===== src/rtl/space_invaders_pkg.sv =====
// Shared types and default constants for the enemy formation controller.
package space_invaders_pkg;

    typedef enum logic [2:0] {
        IDLE    = 3'd0,
        LAUNCH  = 3'd1,
        MARCH   = 3'd2,
        DESCEND = 3'd3,
        CLEARED = 3'd4,
        OVER    = 3'd5
    } formation_state_t;

    localparam int SCREEN_W = 640;
    localparam int SCREEN_H = 480;

    localparam int             DEF_NUM_ENEMIES  = 24;
    localparam logic [9:0]     DEF_INIT_X       = 10'd40;
    localparam logic [9:0]     DEF_INIT_Y       = 10'd48;
    localparam logic [9:0]     DEF_FORM_W       = 10'd400;
    localparam logic [9:0]     DEF_FORM_H       = 10'd180;
    localparam logic [9:0]     DEF_LEFT_LIMIT   = 10'd8;
    localparam logic [9:0]     DEF_RIGHT_LIMIT  = 10'd632;
    localparam logic [9:0]     DEF_BOTTOM_LIMIT = 10'd440;
    localparam int             DEF_STEP_X       = 4;
    localparam int             DEF_STEP_Y       = 12;
    localparam logic [5:0]     DEF_PERIOD_INIT  = 6'd30;
    localparam logic [5:0]     DEF_PERIOD_MIN   = 6'd2;
    localparam int             DEF_SPEEDUP      = 1;
    localparam int             DEF_WAVE_GAP     = 60;

endpackage


===== src/rtl/step_timer.sv =====
// Frame-tick counter that fires a step event once every `period` frames.
module step_timer (
    input  logic       Clk,
    input  logic       Reset,
    input  logic       frame_tick,
    input  logic       enable,
    input  logic       clear,
    input  logic [5:0] period,
    output logic       step_evt
);
    logic [5:0] tick;
    logic       at_terminal;

    // >= rather than == so a period that shrinks below the tick fires at once
    assign at_terminal = ({1'b0, tick} >= ({1'b0, period} - 7'd1));
    assign step_evt    = enable && frame_tick && at_terminal;

    always_ff @(posedge Clk or negedge Reset) begin
        if (!Reset) begin
            tick <= '0;
        end else if (clear) begin
            tick <= '0;
        end else if (enable && frame_tick) begin
            tick <= at_terminal ? 6'd0 : tick + 6'd1;
        end
    end
endmodule


===== src/rtl/enemy_formation_ctrl.sv =====
// Formation march sequencer: bounces, descents, kill speed-up, wave clear and invasion.
//   state   | meaning
//   IDLE    | waiting for game_start after reset
//   LAUNCH  | one cycle: reload formation, pulse start
//   MARCH   | horizontal stepping
//   DESCEND | wall reached; next step drops one row and reverses
//   CLEARED | wave destroyed, waiting WAVE_GAP frames
//   OVER    | invasion or player death, waiting for game_start
module enemy_formation_ctrl
    import space_invaders_pkg::*;
#(
    parameter int         NUM_ENEMIES  = DEF_NUM_ENEMIES,
    parameter logic [9:0] INIT_X       = DEF_INIT_X,
    parameter logic [9:0] INIT_Y       = DEF_INIT_Y,
    parameter logic [9:0] FORM_W       = DEF_FORM_W,
    parameter logic [9:0] FORM_H       = DEF_FORM_H,
    parameter logic [9:0] LEFT_LIMIT   = DEF_LEFT_LIMIT,
    parameter logic [9:0] RIGHT_LIMIT  = DEF_RIGHT_LIMIT,
    parameter logic [9:0] BOTTOM_LIMIT = DEF_BOTTOM_LIMIT,
    parameter int         STEP_X       = DEF_STEP_X,
    parameter int         STEP_Y       = DEF_STEP_Y,
    parameter logic [5:0] PERIOD_INIT  = DEF_PERIOD_INIT,
    parameter logic [5:0] PERIOD_MIN   = DEF_PERIOD_MIN,
    parameter int         SPEEDUP      = DEF_SPEEDUP,
    parameter int         WAVE_GAP     = DEF_WAVE_GAP,
    localparam int        AW           = $clog2(NUM_ENEMIES + 1)
) (
    input  logic          Clk,
    input  logic          Reset,
    input  logic          frame_tick,
    input  logic          game_start,
    input  logic          enemy_hit,
    input  logic          player_dead,
    output logic          enemy_direction_X,
    output logic          enemy_direction_Y,
    output logic          start,
    output logic          is_playing,
    output logic          delete_enemies,
    output logic          step,
    output logic [9:0]    formation_x,
    output logic [9:0]    formation_y,
    output logic [AW-1:0] alive_count,
    output logic [7:0]    wave_num,
    output logic          game_over
);
    formation_state_t state, state_nxt;
    logic [5:0] period;
    logic [7:0] gap_cnt;
    logic       playing, step_evt, kill, final_kill, step_go;
    logic       hit_right, hit_left, invade;
    logic [9:0] y_next;

    assign playing    = (state == MARCH) || (state == DESCEND);
    assign kill       = playing && enemy_hit && !player_dead;
    assign final_kill = kill && (alive_count == AW'(1));
    assign step_go    = step_evt && !player_dead && !final_kill;

    assign hit_right = enemy_direction_X &&
                       ((11'(formation_x) + 11'(FORM_W) + 11'(STEP_X)) > 11'(RIGHT_LIMIT));
    assign hit_left  = !enemy_direction_X && (formation_x < (LEFT_LIMIT + 10'(STEP_X)));
    assign y_next    = formation_y + 10'(STEP_Y);
    assign invade    = (11'(y_next) + 11'(FORM_H)) >= 11'(BOTTOM_LIMIT);

    step_timer u_step_timer (
        .Clk        (Clk),
        .Reset      (Reset),
        .frame_tick (frame_tick),
        .enable     (playing),
        .clear      (state == LAUNCH),
        .period     (period),
        .step_evt   (step_evt)
    );

    always_comb begin
        state_nxt = state;
        unique case (state)
            IDLE:    if (game_start) state_nxt = LAUNCH;
            LAUNCH:  state_nxt = MARCH;
            MARCH, DESCEND: begin
                if (player_dead)     state_nxt = OVER;
                else if (final_kill) state_nxt = CLEARED;
                else if (step_go) begin
                    if (state == MARCH) begin
                        if (hit_right || hit_left) state_nxt = DESCEND;
                    end else begin
                        state_nxt = invade ? OVER : MARCH;
                    end
                end
            end
            CLEARED: if (frame_tick && (gap_cnt == 8'(WAVE_GAP - 1))) state_nxt = LAUNCH;
            OVER:    if (game_start) state_nxt = LAUNCH;
            default: state_nxt = IDLE;
        endcase
    end

    always_ff @(posedge Clk or negedge Reset) begin
        if (!Reset) begin
            state             <= IDLE;
            formation_x       <= INIT_X;
            formation_y       <= INIT_Y;
            enemy_direction_X <= 1'b1;
            enemy_direction_Y <= 1'b0;
            start             <= 1'b0;
            step              <= 1'b0;
            delete_enemies    <= 1'b0;
            is_playing        <= 1'b0;
            game_over         <= 1'b0;
            alive_count       <= AW'(NUM_ENEMIES);
            wave_num          <= 8'd0;
            period            <= PERIOD_INIT;
            gap_cnt           <= 8'd0;
        end else begin
            state          <= state_nxt;
            start          <= (state_nxt == LAUNCH);
            is_playing     <= (state_nxt == MARCH) || (state_nxt == DESCEND);
            game_over      <= (state_nxt == OVER);
            delete_enemies <= ((state_nxt == CLEARED) && (state != CLEARED)) ||
                              ((state_nxt == OVER) && (state != OVER));
            step           <= step_go;
            gap_cnt        <= (state != CLEARED) ? 8'd0 : (frame_tick ? gap_cnt + 8'd1 : gap_cnt);

            if (state_nxt == LAUNCH) begin
                formation_x       <= INIT_X;
                formation_y       <= INIT_Y;
                enemy_direction_X <= 1'b1;
                enemy_direction_Y <= 1'b0;
                alive_count       <= AW'(NUM_ENEMIES);
                period            <= PERIOD_INIT;
                if (state == OVER)         wave_num <= 8'd0;
                else if (state == CLEARED) wave_num <= wave_num + 8'd1;
            end else begin
                if (kill) begin
                    alive_count <= (alive_count == '0) ? '0 : alive_count - AW'(1);
                    if ({1'b0, period} >= (7'(PERIOD_MIN) + 7'(SPEEDUP)))
                        period <= period - 6'(SPEEDUP);
                    else
                        period <= PERIOD_MIN;
                end
                if (step_go) begin
                    if (state == MARCH) begin
                        if (hit_right || hit_left)  enemy_direction_Y <= 1'b1;
                        else if (enemy_direction_X) formation_x <= formation_x + 10'(STEP_X);
                        else                        formation_x <= formation_x - 10'(STEP_X);
                    end else begin
                        formation_y       <= y_next;
                        enemy_direction_X <= ~enemy_direction_X;
                        enemy_direction_Y <= 1'b0;
                    end
                end
            end
        end
    end
endmodule


===== config.mk =====
export PLATFORM = sky130hd
export DESIGN_NAME = enemy_formation_ctrl
export DESIGN_NICKNAME = d
export VERILOG_FILES = /design/src/rtl/space_invaders_pkg.sv /design/src/rtl/step_timer.sv /design/src/rtl/enemy_formation_ctrl.sv
export SDC_FILE = /design/constraint.sdc
export NUM_CORES = 1
export LEC_CHECK = 0
export BUFFER_PORTS_ARGS = -buffer_cell sky130_fd_sc_hd__buf_2
export CAP_MARGIN = 15
export CORE_MARGIN = 2
export CORE_UTILIZATION = 40
export CTS_CLUSTER_DIAMETER = 60
export DETAILED_ROUTE_END_ITERATION = 7
export PLACE_DENSITY = 0.65
export SYNTH_ARGS = -nofsm -noshare
export SYNTH_HDL_FRONTEND = slang
export SYNTH_SLANG_ARGS = --single-unit

===== constraint.sdc =====
create_clock -name Clk -period 9 [get_ports Clk]
set_clock_uncertainty 0.2 [all_clocks]
set_input_delay 1.35 -clock Clk [delete_from_list [all_inputs] [get_ports Clk]]
set_output_delay 1.35 -clock Clk [all_outputs]
set_load 0.02 [all_outputs]

==> impl_results.md, run 1 <==
- # fillers: 957
- Largest net degree at the start of global routing: 60
- Port Buffer Count: 41
- Switching power total: 0.406 mW
- Placed cell count: 628
- R2R Setup Slk: approximately 5.2 ns
- WL per Instance: 14.2 um
- Dpl ws: 5.21 ns
- Rel. slew slack: 48.6%
- Hold WC Path Type: flip-flop to flip-flop
- Crit-path max cell delay: 0.73 ns
- Status: completed
- Final Util: 47.0%
- Clock Power Share: 28.4%
- DIE AREA: 11,100 um^2
- WHS: 0.299 ns
- H-tree levels: 3
- Clk slew on worst S/H paths: 0.07 ns
- # diodes: 0
- Vias in the first global route: 3,258
- Critical path arrival: 3.88 ns
- DRT Pass-1 Iters: 4
- Xor and xnor area share after synthesis: 6.62%
- Sequential power share: 36.8%
- Area leader, netlist: dfrtp_1
- Core ar.: 9860 um^2
- Seq/Total Area, Yosys: 36.3%
- Synth unique cells: 66
- Share of the synthesized area in the top cell type: around 29%
- Die Wd: 105 um
- Worst path cell trace: inv_1, ha_1, xor2_1, inv_1, ha_1, o2111ai_1, o21ai_0, nand4_1, a31oi_1, a21oi_1, a211oi_1
- Avg Cell Area, Syn: between 8 and 9 um^2
- Hold Fails Final Rpt: 0
- CTS sink count: between 50 and 60
- Setup CP Type: flip-flop to flip-flop
- Comb pwr share: 34.7%
- Core Rows: 36
- Initial Utilization: 41.6%
- GPL Wtd Cong: 0.777
- Area of the multi-input gates: roughly 2400 um^2
- Num CTS Buffers: 9
- P_int: 0.650 mW
- DRT antenna net count: 0
- Post-Synth Adder-Cell Area: 7.81%
- Max-Cap Viols: 0
- Area grow syn2layout: 12.9%
- First-pass GRT wire length: 15,800 um
- Setup TNS Final: 0 ns
- Compound-gate portion of the synthesized area: 19.0%
- Nature of the critical path startpoint: flip-flop
- Initial antenna violation count: 0
- Sw Ratio: 38.4%
- Post-synth top flop: dfrtp_1
- Post-synthesis simple-gate area fraction: 23.3%
- RSZ-0062 raised after global routing: false
- Largest family of logic cells by synthesized area: simple AND/OR/NAND/NOR gates
- DRC violations left: 0
- Post-CTS setup buffer count: 0
- Slew @ Worst Pin: 0.768 ns
- Syn Inst Count: about 470
- Layout cell share with drive strength beyond 1: about 15%
- GRT Total Usage: 17.5%
- Min Tclk post-route: approximately 3.8 ns
- Period utilization: between 40% and 50%
- Reg area: 1490 um^2
- Number of I/O pins: 46
- Clk buf depth: 2
- Clock latency on the worst-skew pair: about 0.34 ns
- CTS tree: built
- Post-Synthesis Cell Area: 4100 um^2
- Setup slack after layout: 5.16 ns
- Total number of vias: roughly 3.5k
- Final HPWL DP: 6480 um
- Drt initial violations: 183
- Cell area after layout: 4630 um^2
- Data required time of the worst path: 9.04 ns
- # hold bufs at CTS: 0
- # setup viols final: 0
- Nets: 538
- Crit. End Element: flip-flop
- Multiplexer share of the synthesized area: around 2%
- Post-CTS Resized: 0
- Post-Route WL: 9190 um
- Post-synth EDFFs: 0
- Non-Filler Instances: 645
- Synth top area cells: dfrtp_1 29%, ha_1 7.3%, dfstp_2 7.0%
- Worst VDD drop: 0.000108 V
- Fmax: approximately 260 MHz
- Synthesized flop and latch total: 59
- P per Cell Area: 228 nW/um^2
- Global route overflow: 0
- CP max-delay cell: nand4_1
- Critical Path Fanout Max: 16
- Leak: 2.08 nW
- CTS root buf: clkbuf_8
- Total power: 1.06 mW
- Async set or reset register ratio after synthesis: 100%
- Final Max Tran Viols: 0
- Die height: 105 um
- Routed vias/inst: approximately 5.5
- Ys Warns: 0
- Cell Area, Placed: between 4000 and 5000 um^2
per-layer routing:
layer	part of all wire [%]	GRT usage [%]
met4	0.71	4.10
met2	46	27.1
met5	0	0
met3	4.9	4.45
met1	48	24.6
sequential cells by signal, indices dropped and copies added (netlist names), 3 cells and up:
register,count
alive_count,5
formation_x,8
formation_y,8
gap_cnt,8
period,6
state,3
u_step_timer.tick,6
wave_num,8
final timing paths:
kind,from,to,depth (start not counted)
max in group asynchronous,Reset,alive_count[1],2
max,period[1],game_over,11
max reg2reg,period[1],game_over,11
min in group asynchronous,Reset,wave_num[3],2
min,u_step_timer.tick[5],u_step_timer.tick[5],1
min reg2reg,u_step_timer.tick[5],u_step_timer.tick[5],1
Yosys cell counts (2+ instances only):
cell type,n
nor2_1,50
dfrtp_1,48
o21ai_0,37
nand2_1,33
ha_1,24
a21oi_1,23
inv_1,22
xnor2_1,21
nor3_1,20
nand2b_1,13
dfstp_2,11
nor2b_1,11
xor2_1,10
a211o_1,9
clkbuf_1,9
and2_1,8
nand3_1,8
buf_2,7
mux2i_1,7
nand4_1,7
nor3b_1,6
nor4_1,6
a21o_1,5
and3_1,5
o31ai_1,5
a31oi_1,4
buf_4,4
or3_1,4
a211oi_1,3
a21boi_0,3
and4b_1,3
nand3b_1,3
o2111ai_1,3
o211ai_1,3
a31o_2,2
buf_1,2
nand4b_1,2
o21a_1,2
o221ai_1,2
or4_1,2
power groups by stage:
stage	registers, mW	logic, mW	clock network [mW]
after floorplan	0.408	0.244	0
after global placement	0.390	0.350	0
after detailed placement	0.392	0.359	0
after CTS	0.388	0.361	0.307
after global routing	0.399	0.413	0.319
final	0.389	0.367	0.300
kinds of logic (layout without fill, tap and decap cells):
kind of cell | Yosys count | in the layout
xor gates and xnor gates | 31 | 31
other | 1 | 4
and+or+nand+nor | 186 | 186
buffers and inverters | 45 | 81
muxes | 8 | 8
adders and majority gates | 25 | 25
DFF | 59 | 59
AOI/OAI and AO/OA | 118 | 118
layout make-up:
cell class	count	share of cell area (%)
repair buffers	43	4.91
clock buffers	12	3.13
inverters	22	1.78
well taps	133	3.59
multi-input cells	372	52.3
clock inverters	4	2.11
flip-flops and latches	59	32.2
critical path: cells and delay by family, from the launching register on:
kind                     cells  cell delay [ns]
adder cells (fa/ha/maj)      2             0.49
XOR/XNOR                     1             0.22
buffers and inverters        2             0.12
AND/OR/NAND/NOR              1             0.73
flip-flops                   1             0.56
AO/OA/AOI/OAI                5             1.41
cells in the final DEF (no fill, tap or decap), types with 4 or more instances in the layout:
master / count
nand2b_1: 13
nor3_1: 20
o21ai_0: 37
ha_1: 24
nor2_1: 50
dfstp_2: 11
a211o_1: 9
and2_1: 8
nor2b_1: 11
dfrtp_1: 48
a21oi_1: 23
a21o_1: 5
nor3b_1: 6
xor2_1: 10
nor4_1: 6
inv_1: 22
clkbuf_8: 10
xnor2_1: 21
or3_1: 4
mux2i_1: 7
nand4_1: 7
o31ai_1: 5
and3_1: 5
a31oi_1: 4
nand2_1: 33
buf_2: 41
conb_1: 4
nand3_1: 8
(Power assumes the default switching activity.)
==> inputs of run 2 (changes only) <==
==> constraint.sdc (replaced) <==
create_clock -name Clk -period 3.9 [get_ports Clk]
set_clock_uncertainty 0.2 [all_clocks]
set_input_delay 0.585 -clock Clk [delete_from_list [all_inputs] [get_ports Clk]]
set_output_delay 0.585 -clock Clk [all_outputs]
set_load 0.02 [all_outputs]
==> impl_results.md, run 2 (same netlist as run 1, synthesis figures left out) <==
- Status: completed
- Dpl ws: 0.426 ns (-4.78 ns)
- Worst VDD drop: 0.000208 V (+92%)
- Post-CTS setup buffer count: 0 (unchanged)
- GPL Wtd Cong: 0.797 (+2.5%)
- DRT antenna net count: 0 (unchanged)
- First-pass GRT wire length: 15,900 um (+0.17%)
- GRT Total Usage: 17.4% (-0.14 points)
- DIE AREA: 11,100 um^2 (unchanged)
- DRT Pass-1 Iters: 4 (unchanged)
- Die height: 105 um (unchanged)
- Core ar.: 9860 um^2 (unchanged)
- Most common cell after layout, fill and taps aside: nor2_1
- Setup CP Type: flip-flop to flip-flop
- Num CTS Buffers: 9 (unchanged)
- Most frequent cells in the layout: 50 x nor2_1, 47 x dfrtp_1, 41 x buf_2
- Total number of vias: 3,524 (+0.11%)
- Vias in the first global route: 3,351 (+2.9%)
- Hold WC Path Type: primary input to async pin
- H-tree levels: 3 (unchanged)
- CTS sink count: 59 (unchanged)
- Post-CTS Resized: 0 (unchanged)
- Initial Utilization: 41.6% (unchanged)
- Final Max Tran Viols: 0 (unchanged)
- # diodes: 0 (unchanged)
- Setup slack after layout: 0.443 ns (-4.72 ns)
- Data required time of the worst path: 3.96 ns (-5.08 ns)
- WL per Instance: 14.1 um (-0.72%)
- Grt met1 use: 23.1% (-1.4 points)
- # setup viols final: 0 (unchanged)
- Min Tclk post-route: 3.46 ns (-0.382 ns)
- Critical Path Fanout Max: 14 (-2)
- P per Cell Area: 496 nW/um^2 (+120%)
- # hold bufs at CTS: 0 (unchanged)
- Core Rows: 36 (unchanged)
- CTS tree: built
- Clock latency on the worst-skew pair: 0.34 ns (about the same)
- Cell Area, Placed: 4390 um^2 (+0.34%)
- CTS root buf: clkbuf_8
- Crit. End Element: flip-flop
- Hold Fails Final Rpt: 0 (unchanged)
- Nets: 539 (+0.19%)
- Rel. slew slack: 49.0% (+0.32 points)
- DRC violations left: 0 (unchanged)
- Post-Route WL: 9140 um (-0.57%)
- Final Util: 46.3% (-0.63 points)
- Total power: 2.27 mW (+110%)
- Port Buffer Count: 41 (unchanged)
- Clk slew on worst S/H paths: 0.06 ns (about the same)
- Gr busiest metal: met2
- Slew @ Worst Pin: 0.766 ns (-0.00257 ns)
- Max-Cap Viols: 0 (unchanged)
- Worst path cell trace: inv_1, ha_1, xor2_1, inv_1, ha_1, o2111ai_1, o21ai_0, nand3_1, o211ai_2, a21oi_2, buf_4, a211o_1
- Initial antenna violation count: 0 (unchanged)
- Area grow syn2layout: 11.4%
- Cell area after layout: 4570 um^2 (-1.4%)
- # fillers: 978 (+2.2%)
- Largest net degree at the start of global routing: 35 (-42%)
- Crit-path max cell delay: 0.56 ns (-0.17 ns)
- Layout cell share with drive strength beyond 1: 14.8% (-0.029 points)
- RSZ-0062 raised after global routing: false
- Non-Filler Instances: 646 (+0.16%)
- Period utilization: 88.6% (+46 points)
- Leak: 2.06 nW (-1.2%)
- Final HPWL DP: 6730 um (+4.0%)
- Nature of the critical path startpoint: flip-flop
- Met2 usage: 28.7% (+1.7 points)
- WHS: 0.118 ns (-0.180 ns)
- Number of I/O pins: 46 (unchanged)
- Setup TNS Final: 0 ns (unchanged)
- CP delay by family, top: compound AO/OA/AOI/OAI gates
- Drt initial violations: 169 (-7.7%)
- Global route overflow: 0 (unchanged)
- Fmax: 289 MHz (+11%)
- Die Wd: 105 um (unchanged)
- Placed cell count: 630 (+0.32%)
- CP max-delay cell: dfstp_2
- Clk buf depth: 2 (unchanged)
- GR Layer Usage met3: 4.02% (-0.43 points)
- Critical path arrival: 3.52 ns (-0.36 ns)
- CP Buf/Inv Count: 3 (+1)
- Routed vias/inst: 5.46 (about the same)
[run 2: cell count changes in the layout (fill, tap and decap cells not counted)]
cell	delta
clkbuf_8	-1
buf_4	+2
clkinv_2	+2
dfrtp_1	-1
buf_8	-1
clkinvlp_4	-1
clkbuf_1	+2
bufinv_16	-2
dfrtp_2	+1
[run 2: routing by layer]
metal,up-vias,part of all wire [%]
met1,1706,48
met4,0,0.70
met3,5,3.5
li1,1759,-
met2,54,48
met5,-,0
[run 2: cell type report]
| type | count | area, um^2 | share of cell area [%] |
|---|---|---|---|
| timing repair buffer | 44 | 228 | 4.98 |
| multi-input combinational | 372 | 2420 | 53.0 |
| sequential | 59 | 1490 | 32.6 |
| clock buffer | 13 | 139 | 3.04 |
| tap | 133 | 166 | 3.64 |
| inverter | 22 | 82.6 | 1.81 |
| clock inverter | 3 | 40.0 | 0.876 |
[run 2: path summary, 6_finish.rpt]
kind | to | depth (start not counted) | startpoint | slack, ns
setup / recovery | period[4] | 12 | period[1] | 0.44
hold / removal | formation_y[2] | 1 | Reset | 0.12
setup reg to reg | period[4] | 12 | period[1] | 0.44
hold reg to reg | u_step_timer.tick[5] | 1 | u_step_timer.tick[5] | 0.31
max in group asynchronous | period[3] | 2 | Reset | 2.50
min in group Clk | u_step_timer.tick[5] | 1 | u_step_timer.tick[5] | 0.31
[run 2: where the power goes]
group	total, mW	switching, mW	internal, mW	leakage, nW
logic	0.849	0.542	0.307	1.21
registers	0.895	0.152	0.743	0.754
clock network	0.525	0.231	0.294	0.0914
total	2.27	0.925	1.34	2.06
==> inputs of run 3 (changes only) <==
--- a/config.mk
+++ b/config.mk
@@ -7,7 +7,7 @@
 export LEC_CHECK = 0
 export BUFFER_PORTS_ARGS = -buffer_cell sky130_fd_sc_hd__buf_2
 export CAP_MARGIN = 15
-export CORE_MARGIN = 2
+export CORE_MARGIN = 3
 export CORE_UTILIZATION = 40
 export CTS_CLUSTER_DIAMETER = 60
 export DETAILED_ROUTE_END_ITERATION = 7
==> impl_results.md, run 3 (same netlist as run 1, synthesis figures left out) <==
- Status: finished with violations
- Failing checks: negative hold slack
- Leak: 2.07 nW (+0.61%)
- Area grow syn2layout: 11.9%
- Hold WC Path Type: primary input to async pin
- Critical path arrival: 3.49 ns (-0.03 ns)
- Comb pwr share: 37.8% (+0.4 points)
- CP max-delay cell: a21oi_2
- CTS sink count: 59 (unchanged)
- Clk slew on worst S/H paths: 0.07 ns (about the same)
- # hold bufs at CTS: 0 (unchanged)
- Switching power total: 0.935 mW (+1.1%)
- Max-Cap Viols: 0 (unchanged)
- Sequential power share: 39.9% (+0.5 points)
- Die Wd: 107 um (+1.9%)
- # diodes: 0 (unchanged)
- Initial antenna violation count: 0 (unchanged)
- Worst VDD drop: 0.000235 V (+13%)
- Final Util: 46.6% (+0.22 points)
- R2R Setup Slk: 0.42 ns (-0.02 ns)
- Worst path cell trace: inv_1, ha_1, xor2_1, inv_1, ha_1, o2111ai_1, o21ai_0, a31o_2, o211ai_2, a21oi_2, buf_4, a211oi_2
- CP delay by family, top: compound AO/OA/AOI/OAI gates
- P per Cell Area: 490 nW/um^2 (-1.3%)
- Period utilization: 89.2% (+0.55 points)
- Critical R2R Capture: formation_x[4]
- Final Max Tran Viols: 0 (unchanged)
- Clock latency on the worst-skew pair: 0.34 ns (about the same)
- WL per Instance: 14.4 um (+1.8%)
- Crit. End Element: flip-flop
- RSZ-0062 raised after global routing: false
- Routed vias/inst: 5.47 (+0.29%)
- Port Buffer Count: 41 (unchanged)
- Critical Path Fanout Max: 15 (+1)
- Drt initial violations: 248 (+47%)
- Setup CP Type: flip-flop to flip-flop
- Core ar.: 9860 um^2 (unchanged)
- Rel. slew slack: 49.7% (+0.71 points)
- Dpl ws: 0.391 ns (-0.0351 ns)
- GPL Wtd Cong: 0.858 (+7.7%)
- Total power: 2.25 mW (-0.82%)
- Die height: 107 um (+1.9%)
- Setup TNS Final: 0 ns (unchanged)
- Crit-path max cell delay: 0.62 ns (+0.06 ns)
- WHS: -0.0113 ns (-0.130 ns)
- Data required time of the worst path: 3.91 ns (-0.05 ns)
- Clock Power Share: 22.4% (-0.7 points)
- Sw Ratio: 41.5% (+0.78 points)
- CP Buf/Inv Count: 3 (unchanged)
- Min Tclk post-route: 3.48 ns (+0.0215 ns)
- CTS tree: built
- Num CTS Buffers: 9 (unchanged)
- Layout cell share with drive strength beyond 1: 15.3% (+0.52 points)
- Setup slack after layout: 0.421 ns (-0.0215 ns)
- Final HPWL DP: 6880 um (+2.1%)
- CTS root buf: clkbuf_8
- Fmax: 287 MHz (-0.62%)
- DIE AREA: 11,500 um^2 (+3.8%)
- Global route overflow: 0 (unchanged)
- # setup viols final: 0 (unchanged)
- DRT Pass-1 Iters: 4 (unchanged)
- DRC violations left: 0 (unchanged)
- P_int: 1.32 mW (-2.1%)
- First-pass GRT wire length: 16,000 um (+1.0%)
- R2R depth: 12 (unchanged)
- Most frequent cells in the layout: 50 x nor2_1, 47 x dfrtp_1, 41 x buf_2
- DRT antenna net count: 0 (unchanged)
- Nets: 541 (+0.37%)
- GRT Total Usage: 17.1% (-0.23 points)
- Most common cell after layout, fill and taps aside: nor2_1
- Number of I/O pins: 46 (unchanged)
- Clk buf depth: 2 (unchanged)
- Largest net degree at the start of global routing: 50 (+43%)
- Vias in the first global route: 3,351 (unchanged)
- Core Rows: 36 (unchanged)
- Nature of the critical path startpoint: flip-flop
- H-tree levels: 3 (unchanged)
- Reg2reg start: period[1]
- Slew @ Worst Pin: 0.755 ns (-0.0107 ns)
- Total number of vias: 3,545 (+0.60%)
- Initial Utilization: 41.6% (unchanged)
- Hold Fails Final Rpt: 16 (+16)
- Post-Route WL: 9330 um (+2.1%)
run 3: cell types whose count changed in the layout (fill, tap and decap cells not counted):
cell / delta
clkbuf_8: +2
buf_12: +1
buf_4: +1
bufinv_16: -1
clkbuf_1: -1
run 3: how the worst max path moves through the flow:
stage	from	endpoint	depth (start not counted)
3_3_place_gp	formation_y[2]	is_playing	9
2_1_floorplan	formation_y[2]	is_playing	11
3_5_place_dp	period[1]	formation_x[4]	12
5_1_grt	period[1]	formation_x[4]	12
4_1_cts	formation_y[2]	is_playing	9
6_report	period[1]	formation_x[4]	12
run 3: layout make-up:
type                    count  area (um^2)
clock buffers              14          163
clock inverters             2         10.0
fillers                   956         5270
inverters                  22         82.6
multi-input cells         372         2420
flip-flops and latches     59         1490
well taps                 133          166
repair buffers             46          255
run 3: power groups by stage:
stage | logic, mW | registers (mW) | clock network [mW]
after floorplan | 0.562 | 0.942 | 0
after global placement | 0.828 | 0.898 | 0
after detailed placement | 0.857 | 0.906 | 0
after CTS | 0.859 | 0.897 | 0.519
after global routing | 0.962 | 0.920 | 0.545
final | 0.850 | 0.897 | 0.503
run 3: repair_timing:
item	CTS	global route
buffers inserted	0	0
setup endpoints to repair	0	1
resized for setup	0	1
hold endpoints to repair	0	0
run 3: routing by layer:
metal	vias up	global-route usage (%)	wire (um)
met3	8	4.20	423
met4	0	4.29	72
met2	68	27.3	4360
met5	-	0	0
met1	1699	23.4	4480
li1	1770	-	-
run 3: metrics by stage:
step | cell area [um^2] | cells
floorplan | 4110 | 476
global placement | 4400 | 631
detailed placement | 4400 | 631
CTS | 4570 | 647
global route | 4590 | 648
finish | 4590 | 648
